$ cat src/rtl/mem_arbiter.sv
// mem_arbiter
//   Two-master / one-slave arbiter for the PicoRV32 native memory interface.
//   Master 0 is the debug/program loader, master 1 is the cpu. Whole
//   transactions are serialised: the owning master's request is passed
//   straight through to the slave, and the slave response is routed back to
//   it. A per-grant cycle counter forces completion of a hung transaction.
//
// Parameters
//   RR        0 = fixed priority (m0 wins ties), 1 = round-robin
//   TIMEOUT   grant cycles before a forced completion, 0 disables (<= 65535)
//   ERR_DATA  rdata returned to the master on a forced completion
//
// Ports
//   clk, reset_n              clock, synchronous active-low reset
//   m0_mem_* / m1_mem_*       master request (valid/instr/addr/wdata/wstrb)
//                             and response (ready/rdata)
//   mem_*                     slave request (out) and response (in)
//   grant                     one-hot owner: bit0 = m0, bit1 = m1, 00 = idle
//   err_timeout, err_clear    sticky forced-completion flag and its clear
module mem_arbiter #(
   parameter int          RR       = 0,
   parameter int unsigned TIMEOUT  = 64,
   parameter logic [31:0] ERR_DATA = 32'hDEADBEEF
) (
   input  logic        clk,
   input  logic        reset_n,
   input  logic        m0_mem_valid,
   input  logic        m0_mem_instr,
   input  logic [31:0] m0_mem_addr,
   input  logic [31:0] m0_mem_wdata,
   input  logic [3:0]  m0_mem_wstrb,
   output logic        m0_mem_ready,
   output logic [31:0] m0_mem_rdata,
   input  logic        m1_mem_valid,
   input  logic        m1_mem_instr,
   input  logic [31:0] m1_mem_addr,
   input  logic [31:0] m1_mem_wdata,
   input  logic [3:0]  m1_mem_wstrb,
   output logic        m1_mem_ready,
   output logic [31:0] m1_mem_rdata,
   output logic        mem_valid,
   output logic        mem_instr,
   output logic [31:0] mem_addr,
   output logic [31:0] mem_wdata,
   output logic [3:0]  mem_wstrb,
   input  logic        mem_ready,
   input  logic [31:0] mem_rdata,
   output logic [1:0]  grant,
   output logic        err_timeout,
   input  logic        err_clear
);

   typedef enum logic [1:0] {
      IDLE   = 2'd0,
      GRANT0 = 2'd1,
      GRANT1 = 2'd2
   } state_t;

   // Counter value on the last allowed grant cycle.
   localparam logic [15:0] TO_LAST = (TIMEOUT > 0) ? 16'(TIMEOUT - 1) : 16'd0;

   state_t      state;
   logic        last_grant;   // 0 = m0 served last, 1 = m1 served last
   logic [15:0] to_cnt;
   logic        own_valid;
   logic        timeout_hit;
   logic        m0_wins;

   // Request/response steering for the current owner.
   always_comb begin
      own_valid    = 1'b0;
      mem_instr    = 1'b0;
      mem_addr     = '0;
      mem_wdata    = '0;
      mem_wstrb    = '0;
      case (state)
         GRANT0: begin
            own_valid = m0_mem_valid;
            mem_instr = m0_mem_instr;
            mem_addr  = m0_mem_addr;
            mem_wdata = m0_mem_wdata;
            mem_wstrb = m0_mem_wstrb;
         end
         GRANT1: begin
            own_valid = m1_mem_valid;
            mem_instr = m1_mem_instr;
            mem_addr  = m1_mem_addr;
            mem_wdata = m1_mem_wdata;
            mem_wstrb = m1_mem_wstrb;
         end
         default: ;
      endcase

      // A real slave completion in the limit cycle takes precedence; an
      // owner that has already dropped valid is an abort, not a timeout.
      timeout_hit = (TIMEOUT != 0) && (state != IDLE) && own_valid &&
                    !mem_ready && (to_cnt == TO_LAST);

      mem_valid    = own_valid && !timeout_hit;
      m0_mem_ready = (state == GRANT0) && (mem_ready || timeout_hit);
      m1_mem_ready = (state == GRANT1) && (mem_ready || timeout_hit);
      m0_mem_rdata = (state != GRANT0) ? 32'd0 : (timeout_hit ? ERR_DATA : mem_rdata);
      m1_mem_rdata = (state != GRANT1) ? 32'd0 : (timeout_hit ? ERR_DATA : mem_rdata);
   end

   // m0 takes the slave when it is alone, under fixed priority, or when m1
   // was served last in round-robin mode.
   assign m0_wins = m0_mem_valid && (!m1_mem_valid || (RR == 0) || last_grant);

   always_ff @(posedge clk) begin
      if (!reset_n) begin
         state       <= IDLE;
         grant       <= 2'b00;
         last_grant  <= 1'b1;
         to_cnt      <= '0;
         err_timeout <= 1'b0;
      end else begin
         if (timeout_hit)
            err_timeout <= 1'b1;
         else if (err_clear)
            err_timeout <= 1'b0;

         case (state)
            IDLE: begin
               to_cnt <= '0;
               if (m0_wins) begin
                  state      <= GRANT0;
                  grant      <= 2'b01;
                  last_grant <= 1'b0;
               end else if (m1_mem_valid) begin
                  state      <= GRANT1;
                  grant      <= 2'b10;
                  last_grant <= 1'b1;
               end
            end
            GRANT0, GRANT1: begin
               // Completion, forced completion and abort all return to IDLE,
               // which guarantees an idle cycle between transactions.
               if (mem_ready || timeout_hit || !own_valid) begin
                  state  <= IDLE;
                  grant  <= 2'b00;
                  to_cnt <= '0;
               end else begin
                  to_cnt <= to_cnt + 16'd1;
               end
            end
            default: begin
               state <= IDLE;
               grant <= 2'b00;
            end
         endcase
      end
   end

endmodule

$ cat config.mk
export PLATFORM = sky130hd
export DESIGN_NAME = mem_arbiter
export DESIGN_NICKNAME = d
export VERILOG_FILES = /design/src/rtl/mem_arbiter.sv
export SDC_FILE = /design/constraint.sdc
export NUM_CORES = 1
export LEC_CHECK = 0
export ABC_AREA = 1
export CORE_AREA = 2 2 123 125
export DETAILED_ROUTE_END_ITERATION = 7
export DIE_AREA = 0 0 125 127
export PLACE_DENSITY = 0.59
export SLEW_MARGIN = 20
export SYNTH_ARGS = -nofsm -noshare
export SYNTH_HDL_FRONTEND = slang
export SYNTH_SLANG_ARGS = --single-unit
$ cat constraint.sdc
create_clock -name clk -period 2.1 [get_ports clk]
set_input_delay 0.63 -clock clk [delete_from_list [all_inputs] [get_ports clk]]
set_output_delay 0.63 -clock clk [all_outputs]
set_load 0.01 [all_outputs]
==> results_dict.tcl <==
set metrics [dict create \
    slew_headroom 0.830 \
    antenna_left 0 \
    max_cap_violations 0 \
    ys_ff_latch 19 \
    grt_max_degree 70 \
    cts_sinks 19 \
    top_layer "met4" \
    totalWireLength_mm 18.1 \
    syn_area_per_cell_sq_um 5.33 \
    dr_wl_met2_mm 8.84 \
    critPathKind "in -> out" \
    hp-class "reg -> reg" \
    post_drt_wl_per_cell_um 17.1 \
    internal_power_mw 1.45 \
    drv_slew 0 \
    endpoint_kind "output pin" \
    pwr-share-comb 0.668 \
    vias 4624 \
    initialDrtViolationCount 169 \
    clock_latency_ns 0.25 \
    pwr-share-seq 0.161 \
    power.switching_mw 0.852 \
    ys_types 30 \
    skew_ns 0.00414 \
    cts_tree "built" \
    grt_antenna_before_repair 0 \
    synthSimpleGateAreaFrac 0.382 \
    h-tree-depth 1 \
    drive_above_1_share 0.517 \
    setup_viol 136 \
    dp_hpwl_mm 12.2 \
    leakage_nw 3.22 \
    drt-met1-wl_mm 7.23 \
    yosysSeqAreaShare 0.150 \
    synthTopCellsByArea "nand2_1, a21oi_1, dfxtp_1" \
    die_x_um 125 \
    rsz0062_at_grt "yes" \
    drc 0 \
    arrival_ns 1.93 \
    clockRootBuffer "clkbuf_16" \
    synthMuxAreaShare 0.00394 \
    netlist.top_cell.by_area "nand2_1" \
    hold_buffers 0 \
    finalHoldViolations 0 \
    clk_pin_slew_ns 0.06 \
    grt_pass1_vias 4511 \
    finalCritPeriodShare 1.22 \
    synthCells 477 \
    worstMarginPinSlew_ns 0.255 \
    p_total_mw 2.30 \
    syn_to_final_growth_pct 198 \
    coreArea_sq_mm 0.0144 \
    switching_share 0.371 \
    diodes 0 \
    ir_drop_uv 206 \
    place_area_sq_mm 0.00645 \
    cts_buffers 3 \
    syn_area_sq_mm 0.00254 \
    status "finished with violations" \
    yosysTopAreaCellShare 0.250 \
    std_cell_rows 44 \
    finalNetCount 1058 \
    grt_util_all_layers 0.195 \
    syn_nets 658 \
    clockPowerShare 0.171 \
    synth_xor_area_frac 0.0413 \
    final_cell_area_sq_mm 0.00757 \
    overflow 0 \
    gp_congestion 0.848 \
    start_kind "input port" \
    required_ns 1.47 \
    power.density_mw_per_mm2 304 \
    failed_checks "negative setup slack" \
    clock_path_buffers 2 \
    wl_met3_mm 1.46 \
    critPathMaxFanout 5 \
    dpl_worst_slack_ns -0.986 \
    dieArea_sq_mm 0.0159 \
    synth_top_family_by_area "simple AND/OR/NAND/NOR gates" \
    dr.pass1.iters 4 \
    grt_pass1_wl_mm 24.9 \
    die_h_um 127 \
    min_period_ns 2.56 \
    synth_compound_area_frac 0.271 \
    finalWorstSetupSlack_ns -0.463 \
    boundaryPins 315 \
    ys.warnings.count 0 \
    initial_core_util 0.176 \
    port_buffers 314 \
    viasPerCell 4.36 \
    fmax_mhz 390 \
    synth-adder-area-share 0.0246 \
]
metal layers:
metal	global-route usage	vias to the layer above
met5	0	-
met4	0.0562	0
met3	0.0582	43
met2	0.343	228
met1	0.230	2037
li1	-	2316
cells by family (layout without fill, tap and decap cells):
group	Yosys count	in the layout
AO/OA/AOI/OAI	128	128
AND/OR/NAND/NOR	234	234
buffers and inverters	78	477
XOR/XNOR	12	12
adder cells (fa/ha/maj)	5	5
multiplexers	1	1
flip-flops	19	19
Yosys cell counts (all sizes together):
| cell type | instances |
|---|---|
| a21oi | 125 |
| a31o | 1 |
| buf | 12 |
| clkbuf | 24 |
| dfxtp | 19 |
| ha | 5 |
| inv | 42 |
| mux2i | 1 |
| nand2 | 172 |
| nand3 | 8 |
| nand4 | 3 |
| nor2 | 47 |
| nor3 | 3 |
| o21ai | 1 |
| o21bai | 1 |
| or2 | 1 |
| xnor2 | 3 |
| xor2 | 9 |
placed cells by master, fill, tap and decap left out, drive strengths merged:
| cell type | synthesis | routed |
|---|---|---|
| a21oi | 125 | 125 |
| a31o | 1 | 1 |
| buf | 12 | 247 |
| clkbuf | 24 | 10 |
| clkdlybuf4s15 | 0 | 2 |
| clkdlybuf4s50 | 0 | 175 |
| clkinv | 0 | 1 |
| clkinvlp | 0 | 1 |
| dfxtp | 19 | 19 |
| ha | 5 | 5 |
| inv | 42 | 41 |
| mux2i | 1 | 1 |
| nand2 | 172 | 172 |
| nand3 | 8 | 8 |
| nand4 | 3 | 3 |
| nor2 | 47 | 47 |
| nor3 | 3 | 3 |
| o21ai | 1 | 1 |
| o21bai | 1 | 1 |
| or2 | 1 | 1 |
| xnor2 | 3 | 3 |
| xor2 | 9 | 9 |
through the flow:
stage	utilization	cells	hold WS, ns	setup TNS [ns]
after floorplan	-	477	0.480	-0.00594
after global placement	0.447	992	0.467	-91.14
after detailed placement	0.447	992	0.456	-92.58
after CTS	0.477	1034	0.477	-37.47
after global routing	0.525	1060	0.503	-47.65
final	0.525	1060	0.475	-39.71
final timing paths:
path | startpoint | endpoint | slack [ns] | cells past startpoint
max reg2reg | state[1]$_SDFFE_PN0P_ | to_cnt[13]$_SDFFE_PN0P_ | 0.20 | 11
max | m1_mem_valid | m1_mem_rdata[9] | -0.46 | 9
min | err_timeout$_SDFFE_PN0P_ | err_timeout$_SDFFE_PN0P_ | 0.47 | 2
min reg2reg | err_timeout$_SDFFE_PN0P_ | err_timeout$_SDFFE_PN0P_ | 0.47 | 2
critical path, cell delays in order:
cell and delay, ns:
clkdlybuf4s15_1 0.24, nand2_4 0.07, a21oi_4 0.18, nand3_4 0.13, buf_4 0.16, buf_6 0.12
buf_12 0.13, a21oi_2 0.12, buf_2 0.14
flip-flops by register name, indices dropped and copies added (netlist names):
signal       count
err_timeout      1
to_cnt          16
state            2
power by group through the flow:
| stage | Sequential, mW | Combinational, mW | Clock [mW] |
|---|---|---|---|
| 2_1_floorplan | 0.381 | 0.414 | 0 |
| 3_3_place_gp | 0.377 | 1.19 | 0 |
| 3_5_place_dp | 0.377 | 1.19 | 0 |
| 4_1_cts | 0.370 | 1.22 | 0.401 |
| 5_1_grt | 0.371 | 1.63 | 0.417 |
| 6_report | 0.370 | 1.54 | 0.392 |
layout make-up:
| type | count | area (sq um) |
|---|---|---|
| Fill cell | 1395 | 6860 |
| Sequential cell | 19 | 390 |
| Clock inverter | 1 | 5.00 |
| Inverter | 42 | 174 |
| Multi-Input combinational cell | 380 | 2610 |
| Clock buffer | 3 | 75.1 |
| Timing Repair Buffer | 431 | 4080 |
| Tap cell | 184 | 230 |
repair_timing:
item | CTS | global route
setup endpoints to repair | 136 | 136
gates cloned | 12 | 10
gates resized for setup | 575 | 238
pin swaps | 15 | 23
setup buffers | 27 | 21
endpoints found under the hold margin | 0 | 0
Note: power is estimated with default switching activity, not from simulation.
